## src/rtl/sm_multiplier.sv

```systemverilog
// -----------------------------------------------------------------------------
// sm_multiplier
//
// Sequential sign-magnitude fixed-point multiplier:
// post_data = pre_data_1 * pre_data_2.
// It feeds the sign-magnitude adder in the sine datapath with the Taylor-series
// product terms. The core is a shift-add engine that forms one partial
// product per clock, so there is no combinational multiplier array.
//
// Number format: bit FXD_N-1 is the sign and bits FXD_N-2:0 hold the
// magnitude. Every operand and the result carry FXD_Q fraction bits.
//
// Parameters
//   FXD_Q        fraction bits (>= 1)
//   FXD_N        total word width (>= FXD_Q+2)
//
// Ports
//   clk          clock; all state changes on the rising edge
//   rst          synchronous, active-high reset
//   pre_avail_1  operand 1 valid
//   pre_get_1    operand 1 consumed this cycle (combinational)
//   pre_data_1   operand 1, sign-magnitude
//   pre_avail_2  operand 2 valid
//   pre_get_2    operand 2 consumed this cycle (combinational)
//   pre_data_2   operand 2, sign-magnitude
//   post_avail   result valid (registered)
//   post_get     downstream takes the result this cycle
//   post_data    product, sign-magnitude (registered)
//   post_ovf     product magnitude saturated; valid while post_avail=1
//
// Configuration macro
//   SM_MULT_ROUND_EN  when defined, the product rounds to nearest with ties
//                     away from zero. When undefined, the product truncates
//                     toward zero.
// -----------------------------------------------------------------------------
module sm_multiplier #(
    parameter int FXD_Q = 4,
    parameter int FXD_N = 8
) (
    input  logic             clk,
    input  logic             rst,
    input  logic             pre_avail_1,
    output logic             pre_get_1,
    input  logic [FXD_N-1:0] pre_data_1,
    input  logic             pre_avail_2,
    output logic             pre_get_2,
    input  logic [FXD_N-1:0] pre_data_2,
    output logic             post_avail,
    input  logic             post_get,
    output logic [FXD_N-1:0] post_data,
    output logic             post_ovf
);

    localparam int MAG_W = FXD_N - 1;           // magnitude width
    localparam int ACC_W = 2 * MAG_W;           // full-precision product width
    localparam int CNT_W = $clog2(MAG_W + 1);

    localparam logic [CNT_W-1:0] LAST_CNT = CNT_W'(MAG_W - 1);
    localparam logic [ACC_W:0]   MAG_MAX_EXT =
        {{(ACC_W + 1 - MAG_W){1'b0}}, {MAG_W{1'b1}}};

    generate
        if (FXD_N < FXD_Q + 2 || FXD_Q < 1) begin : g_bad_param
            $error("sm_multiplier: need FXD_Q >= 1 and FXD_N >= FXD_Q+2");
        end
    endgenerate

    typedef enum logic [1:0] {
        IDLE = 2'd0,
        BUSY = 2'd1,
        DONE = 2'd2
    } state_t;

    state_t             state;
    logic [CNT_W-1:0]   count;
    logic [ACC_W-1:0]   acc;
    logic [ACC_W-1:0]   mcand;   // multiplicand, pre-shifted by count
    logic [MAG_W-1:0]   mplier;  // multiplier, bit[count] sits in bit 0
    logic               sign;

    logic               accept;
    logic [ACC_W-1:0]   acc_next;
    logic [ACC_W:0]     acc_ext;
    logic [ACC_W:0]     mag_full;
    logic               ovf;
    logic [MAG_W-1:0]   mag_sat;
    logic               sign_out;

    // Both operands go together or not at all. In DONE a new pair can be
    // taken on the same edge that hands off the result, so there is no bubble.
    assign accept    = pre_avail_1 && pre_avail_2 &&
                       ((state == IDLE) || ((state == DONE) && post_get));
    assign pre_get_1 = accept;
    assign pre_get_2 = accept;

    // Shifting mcand and mplier each cycle avoids a variable shifter.
    assign acc_next = acc + (mplier[0] ? mcand : '0);

    // One guard bit lets the rounding increment land without wrap.
`ifdef SM_MULT_ROUND_EN
    localparam logic [ACC_W:0] RND_HALF = (ACC_W + 1)'(1) << (FXD_Q - 1);
    assign acc_ext = {1'b0, acc_next} + RND_HALF;
`else
    assign acc_ext = {1'b0, acc_next};
`endif

    assign mag_full = acc_ext >> FXD_Q;
    assign ovf      = (mag_full > MAG_MAX_EXT);
    assign mag_sat  = ovf ? {MAG_W{1'b1}} : mag_full[MAG_W-1:0];
    // A zero magnitude always leaves with a positive sign.
    assign sign_out = sign && (mag_sat != '0);

    always_ff @(posedge clk) begin
        if (rst) begin
            state      <= IDLE;
            count      <= '0;
            acc        <= '0;
            mcand      <= '0;
            mplier     <= '0;
            sign       <= 1'b0;
            post_avail <= 1'b0;
            post_data  <= '0;
            post_ovf   <= 1'b0;
        end else if (accept) begin
            // A sign bit on a zero magnitude needs no special case here.
            // The product is zero and the output normalisation clears it.
            state      <= BUSY;
            count      <= '0;
            acc        <= '0;
            mcand      <= {{MAG_W{1'b0}}, pre_data_1[MAG_W-1:0]};
            mplier     <= pre_data_2[MAG_W-1:0];
            sign       <= pre_data_1[FXD_N-1] ^ pre_data_2[FXD_N-1];
            post_avail <= 1'b0;
        end else begin
            case (state)
                BUSY: begin
                    acc    <= acc_next;
                    mcand  <= mcand << 1;
                    mplier <= mplier >> 1;
                    count  <= count + CNT_W'(1);
                    if (count == LAST_CNT) begin
                        state      <= DONE;
                        post_avail <= 1'b1;
                        post_data  <= {sign_out, mag_sat};
                        post_ovf   <= ovf;
                    end
                end
                DONE: begin
                    if (post_get) begin
                        state      <= IDLE;
                        post_avail <= 1'b0;
                    end
                end
                IDLE: ;
                default: state <= IDLE;
            endcase
        end
    end

endmodule

```

## config.mk

```make
export PLATFORM = sky130hd
export DESIGN_NAME = sm_multiplier
export DESIGN_NICKNAME = d
export VERILOG_FILES = /design/src/rtl/sm_multiplier.sv
export SDC_FILE = /design/constraint.sdc
export NUM_CORES = 1
export LEC_CHECK = 0
export CORE_ASPECT_RATIO = 0.7
export CORE_MARGIN = 2
export CORE_UTILIZATION = 30
export CTS_BUF_LIST = sky130_fd_sc_hd__clkbuf_8
export DETAILED_ROUTE_END_ITERATION = 12
export PLACE_DENSITY_LB_ADDON = 0.1
export SKIP_LAST_GASP = 1
export SLEW_MARGIN = 20
export SYNTH_ARGS = -nofsm -noshare
export SYNTH_HDL_FRONTEND = slang
export SYNTH_SLANG_ARGS = --single-unit
```

## constraint.sdc

```tcl
create_clock -name clk -period 4.3 [get_ports clk]
set_input_delay 0.86 -clock clk [delete_from_list [all_inputs] [get_ports clk]]
set_output_delay 0.86 -clock clk [all_outputs]
set_load 0.02 [all_outputs]
```

After elaboration in Yosys (flattened, before gate mapping)
Cells that the tools add are included.

word-level totals
  output and inout bits = 12
  memories = 0
  register bits = 51
  bits in read-only memories = 0
  bits in writable memories = 0
  latch bits = 0

cells by class
  reduce and logical (&&, ||, !) cells = 14
  mux-type cells = 13
  bitwise logic cells = 3
  shifts and indexed selects = 0
  div/mod/pow operators = 0
  multiply operators = 0
  $add $sub $neg = 2
  equal/unequal tests = 8
  magnitude comparators = 1

operators with widths
  operator               number
  $mux W7                5
  $add A14 B14 Y14       1
  $mux W14               1
  $reduce_and A3 Y1      4
  $gt A10 B7 Y1 const B  1
  $reduce_bool A7 Y1     1
  $ne A2 B2 Y1 const B   3
  $ne A3 B3 Y1 const B   2
  $pmux W2 S3            1
  $logic_and A1 B1 Y1    4
  $mux W2                2
  $reduce_bool A2 Y1     2
  $add A3 B1 Y3 const B  1
  $eq A3 B3 Y1 const B   1
  $mux W1                3
  $eq A2 B1 Y1 const B   1
  $eq A2 B2 Y1 const B   1
  $logic_not A2 Y1       1
  $not A1 Y1             2
  $pmux W1 S2            1
  $reduce_or A2 Y1       1
  $logic_or A1 B1 Y1     1
  $xor A1 B1 Y1          1

Logic depth before layout (Yosys ltp)
Gate-level depths: netlist of run 1.

  depth after elaboration = 6
  mapped depth = 13
  mapped depth without buffers = 11

Worst setup path before layout of run 1
No wires, ideal clock.

  path kind = register to register
  from = register mplier[0]
  to = register post_data[7]
  cell stages (with the launch flop) = 14
  arrival = 2.719 ns
  library setup time = 0.122 ns
  path buffers = 2
  slack = 1.459 ns
  path through = dfxtp_1 -> clkbuf_1 -> and2_1 -> ha_1 -> fa_1 -> a211oi_1 -> o21bai_1 -> o21bai_1 -> o221a_2 -> mux2i_1 -> o221a_1 -> buf_6 -> nor4_2 -> o21ai_1

between the ends
  word-level cells in the longest chain between the ends = 6

ends and longest elaborated chain
  item                    line  text
  start, declared         78    logic [MAG_W-1:0] mplier;
  start signal, assigned  131   mplier <= pre_data_2[MAG_W-1:0];
  start signal, assigned  139   mplier <= mplier >> 1;
  $mux W14 *              97    assign acc_next = acc + (mplier[0] ? mcand : '0);
  $add A14 B14 Y14 *      97
  $gt A10 B7 Y1           108   assign ovf = (mag_full > MAG_MAX_EXT);
  $mux W7 *               109   assign mag_sat = ovf ? {MAG_W{1'b1}} : mag_full[MAG_W-1:0];
  $reduce_bool A7 Y1 *    111   assign sign_out = sign && (mag_sat != '0);
  $logic_and A1 B1 Y1 *   111
  end signal, assigned    144   post_data <= {sign_out, mag_sat};
  end, declared           50    output logic [FXD_N-1:0] post_data,

Mark *: on every way between the ends. The rest lies on a longest branch, timed or not.
A chain may end at the register's enable or synchronous reset.

Worst setup path after layout of run 1
  from = register mplier[0]
  to = register post_data[0]

between the ends
  word-level cells in the longest chain between the ends = 4

ends and longest elaborated chain
  item                line
  $mux W14 *          97
  $add A14 B14 Y14 *  97
  $gt A10 B7 Y1       108
  $mux W7 *           109

Marked as above.

==> results of run 1 <==
-- per-stage QoR --
stage	std cells	hold slack (ns)	area, µm²	setup WS, ns
after floorplan	345	0.436	2720	1.46
after global placement	484	0.443	3140	1.08
after detailed placement	484	0.446	3140	1.01
after CTS	492	0.460	3280	0.966
after global routing	492	0.481	3280	0.603
final	492	0.460	3280	0.978
-- logic make-up (layout without fill, tap and decap cells) --
logic type,count (synthesis),in the layout,share of synthesized area (%)
AND/OR/NAND/NOR,153,153,26.2
AO/OA/AOI/OAI,82,82,19.2
flip-flops,51,51,37.6
buffers and inverters,27,50,4.19
adder cells (fa/ha/maj),16,16,7.64
XOR/XNOR,15,15,4.83
multiplexers,1,1,0.368
-- state kept, by name, summed over array words and instances, names as in the netlist --
name	cells
acc	14
count	3
mcand	14
mplier	7
post_avail	1
post_data	8
post_ovf	1
sign	1
state	2
-- per-layer routing --
metal  track usage (%)  routed length [µm]
met5                 0                   0
met1              20.3                3540
met4              3.29                  50
met2              19.7                2570
met3              3.35                 265
-- Yosys cell counts (2+ instances only) --
| library cell | count |
|---|---|
| nand4b_1 | 2 |
| clkbuf_1 | 17 |
| dfxtp_1 | 51 |
| nor2b_1 | 4 |
| o221a_2 | 2 |
| nor2_1 | 40 |
| nand3b_1 | 3 |
| nor4_1 | 3 |
| nand4_1 | 2 |
| xnor2_1 | 8 |
| and2_1 | 13 |
| o21ai_0 | 3 |
| a21o_1 | 3 |
| or3_1 | 4 |
| a22oi_1 | 12 |
| nand3_1 | 2 |
| a21oi_1 | 42 |
| nand2b_1 | 3 |
| o21bai_1 | 3 |
| a211oi_1 | 6 |
| xor2_1 | 7 |
| nand2_1 | 57 |
| ha_1 | 15 |
| inv_1 | 6 |
| nor3_1 | 16 |
-- critical path, stage by stage (launching register included) --
cell,delay [ns]
dfxtp_1,0.46
and2_1,0.22
ha_1,0.21
fa_1,0.43
a211oi_1,0.26
o21bai_1,0.17
o21bai_1,0.30
o221a_2,0.29
mux2i_1,0.20
o221a_1,0.43
nor4_1,0.10
nor3_1,0.18
-- where the power goes --
part,switching (mW),internal (mW)
clock,0.168,0.232
sequential,0.00938,0.484
combinational,0.0516,0.0389
total,0.229,0.755
-- layout make-up --
type                            count  area (µm²)  area share (%)
Inverter                            6        22.5           0.688
Sequential cell                    51        1020            31.2
Timing Repair Buffer               36         350            10.7
Clock inverter                      3        67.6            2.06
Tap cell                          124         155            4.74
Clock buffer                        5        68.8            2.10
Multi-Input combinational cell    267        1590            48.5
-- worst max path at each step --
stage,from,endpoint,slack [ns]
after detailed placement,post_get,pre_get_2,1.01
after global placement,post_get,pre_get_2,1.08
after global routing,mplier[0]$_SDFFE_PP0P_,post_ovf$_SDFFE_PP0P_,0.60
after floorplan,mplier[0]$_SDFFE_PP0P_,post_data[7]$_SDFFE_PP0P_,1.46
final,mplier[0]$_SDFFE_PP0P_,post_data[0]$_SDFFE_PP0P_,0.98
after CTS,mplier[0]$_SDFFE_PP0P_,post_data[0]$_SDFFE_PP0P_,0.97
==> results.cfg, run 1 <==
[outcome]
outcome = finished clean

[synthesis]
synth_top_cells_by_area = dfxtp_1 38%, nand2_1 7.9%, a21oi_1 7.7%
synth_cells = 345
yosysSeqAreaShare_pct = 37.6
syn_avg_cell_area_um2 = 7.88
synth_top_flop_cell = dfxtp_1
synth_cell_types = 46
async_reset_ff_share_pct = 0
syn-num-nets = 382
syn_area_um2 = 2720
synth_top_area_share_pct = 37.6
synth_edf_count = 0
synth_seq_cells = 51
ys_warn_count = 0
yosys.area.top_type = dfxtp_1

[power]
p_leak_nw = 1.22
powerDensity_nw_per_um2 = 300
power_mw = 0.983
ir_worst_vdd_mv = 0.136

[floorplanning]
ios = 33
core_um2 = 8930
die_y_um = 83.6
die_w_um = 118
start_util_pct = 30.4
die_area_um2 = 9850
std_cell_rows = 29

[grt]
grt_max_degree = 39
grt_remaining_overflow = 0
grt_pass1_vias = 2253
grt_pass1_wl_um = 10900
track_usage_pct = 13.7
antenna_found_initial = 0

[clock_tree]
cts_tree = done
numCtsBuffers = 5
cts.sinks = 51
post_cts_buffers = 0
clk_path_buf_depth = 2
cts_repair_resize_count = 0
clkTransAtPathRegs_ns = 0.10
worstSkewPairLatency_ns = 0.31
htree_levels = 2
holdBufCountCts = 0
root_buffer = clkbuf_8

[flow_run]
max_cap_viol_count = 0

[layout]
nFillCells = 976
final_cell_mix = 57 x nand2_1, 51 x dfxtp_1, 42 x a21oi_1
area_delta_synth_final_pct = 20.5
drive_gt1_share_pct = 5.98
diodes = 0
layout.nets = 404
mostFrequentLayoutCell = nand2_1
post-route-util_pct = 36.7

[sta]
rsz0062_at_grt = no
slew_headroom_pct = 39.1
finalSetupTns_ns = 0
finalClockSkew_ns = 0.0101
tightest_slew_ns = 0.910
report.final.slew_viol_count = 0
setup_viol_count_final = 0
max_freq_mhz = 301
period_share_pct = 77.2
fin_crit_ns = 3.32
finalHoldViolations = 0

[placement]
port_buffers = 32
place.gp.congestion = 0.759
dp_hpwl_um = 4460

[critical_path]
r2r-end = post_data[0]$_SDFFE_PP0P_
worst_r2r_path_depth = 11
crit_fanout = 15
r2r_setup_slack_ns = 0.98
worst_ep_arrival_time_ns = 3.56
start_kind = register
crit_path_end_kind = register
required_ns = 4.54
worstReg2RegStart = mplier[0]$_SDFFE_PP0P_
path_class = register to register

[route]
routed_wirelength_um = 6420
drtPass1Iterations = 4
ant_nets = 0
drtIter0Drc = 143
wl_per_cell_um = 13.1
via_per_inst = 4.77
vias = 2346
drc = 0

[min_path]
holdPathStages = 2
min_path_type = register to register
min_from = mplier[4]$_SDFFE_PP0P_
min_to = mplier[4]$_SDFFE_PP0P_
No activity file was read; power rests on OpenSTA's default activity.
==> inputs of run 2 (changes only) <==
clock period = 3.4 ns   (was 4.3 ns; I/O delays follow)
==> results.cfg, run 2 (same netlist as run 1, synthesis figures left out) <==
[grt]
use_met2_pct = 19.2
use_met1_pct = 21.5
grt_remaining_overflow = 0
antenna_found_initial = 0
grt-busiest-layer = met1
grt_max_degree = 38
track_usage_pct = 14.0
grt_pass1_vias = 2186
grt_pass1_wl_um = 11200
met3_usage_pct = 3.48

[sta]
fin_ws_ns = 0.407
finalHoldViolations = 0
max_freq_mhz = 334
setup_viol_count_final = 0
slew_headroom_pct = 39.2
finalClockSkew_ns = 0.00527
period_share_pct = 88.0
finalSetupTns_ns = 0
tightest_slew_ns = 0.909
rsz0062_at_grt = no
hold_slack_ns = 0.458
report.final.slew_viol_count = 0
fin_crit_ns = 2.99

[clock_tree]
htree_levels = 2
post_cts_buffers = 0
numCtsBuffers = 5
cts.sinks = 51
root_buffer = clkbuf_8
clkTransAtPathRegs_ns = 0.09
cts_tree = done
worstSkewPairLatency_ns = 0.31
holdBufCountCts = 0
clk_path_buf_depth = 2

[critical_path]
start_kind = register
required_ns = 3.63
path_class = register to register
crit_path_end_kind = register
worst_r2r_path_depth = 11
crit_fanout = 9
worst_ep_arrival_time_ns = 3.23

[layout]
post-route-util_pct = 36.5
nFillCells = 982
diodes = 0
fin_area_um2 = 3250
final_cell_mix = 57 x nand2_1, 51 x dfxtp_1, 42 x a21oi_1
reg_top3 = acc: 14 flops, mcand: 14 flops, post_data: 8 flops
drive_gt1_share_pct = 6.49
instances_no_fill = 494
layout.nets = 406
area_delta_synth_final_pct = 19.8
mostFrequentLayoutCell = nand2_1

[power]
p_leak_nw = 1.22
ir_worst_vdd_mv = 0.151
powerDensity_nw_per_um2 = 346
power_mw = 1.13

[route]
via_per_inst = 4.73
vias = 2338
drtIter0Drc = 116
routed_wirelength_um = 6390
wl_per_cell_um = 12.9
ant_nets = 0
drc = 0
drtPass1Iterations = 5

[placement]
placedCellCount = 486
dpl_cell_area_um2 = 3150
dp_hpwl_um = 4490
port_buffers = 32
pre_cts_ws_ns = 0.326
place.gp.congestion = 0.794

[floorplanning]
start_util_pct = 30.4
std_cell_rows = 29
die_area_um2 = 9850
core_um2 = 8930
die_y_um = 83.6
die_w_um = 118
ios = 33

[min_path]
min_path_type = register to register
holdPathStages = 2

[outcome]
outcome = finished clean

[flow_run]
max_cap_viol_count = 0
## run 2: area by class of cell
cell class / count / area, µm² / share of cell area [%]
Multi-Input combinational cell: 267 / 1590 / 48.9
Sequential cell: 51 / 1020 / 31.4
Timing Repair Buffer: 38 / 365 / 11.2
Tap cell: 124 / 155 / 4.77
Clock buffer: 7 / 96.3 / 2.96
Inverter: 6 / 22.5 / 0.692
Clock inverter: 1 / 3.75 / 0.115
## run 2: worst paths after layout
check,start,end,slack (ns)
max,mcand[0]$_SDFFE_PP0P_,post_data[6]$_SDFFE_PP0P_,0.41
min reg2reg,mplier[2]$_SDFFE_PP0P_,mplier[2]$_SDFFE_PP0P_,0.46
max reg2reg,mcand[0]$_SDFFE_PP0P_,post_data[6]$_SDFFE_PP0P_,0.41
min,mplier[2]$_SDFFE_PP0P_,mplier[2]$_SDFFE_PP0P_,0.46
## run 2: power breakdown
part	switching [mW]	total (mW)	leakage (nW)	internal [mW]
combinational	0.0676	0.119	0.755	0.0513
clock	0.203	0.386	0.0557	0.183
sequential	0.0103	0.622	0.413	0.612
## run 2: timing repair
item / CTS / global route
endpoints found under the setup margin: 0 / 7
hold endpoints to repair: 0 / 0
resized for setup: 0 / 1
## run 2: worst max-delay path: stages, from the launching register on
cell and delay (ns):
dfxtp_1 0.33, and2_1 0.16, ha_1 0.20, fa_1 0.43, a211oi_1 0.27, o21bai_1 0.18, o21bai_1 0.29, o221a_2 0.29
mux2i_1 0.19, o221a_2 0.32, nor3_1 0.09, nor3_1 0.17
## run 2: layer usage
| layer | vias to the layer above | share of wire, % | routed length [µm] |
|---|---|---|---|
| met4 | 0 | 1.1 | 68 |
| met5 | - | 0 | 0 |
| met2 | 46 | 38 | 2450 |
| li1 | 1230 | - | - |
| met3 | 7 | 4.5 | 285 |
| met1 | 1055 | 56 | 3580 |
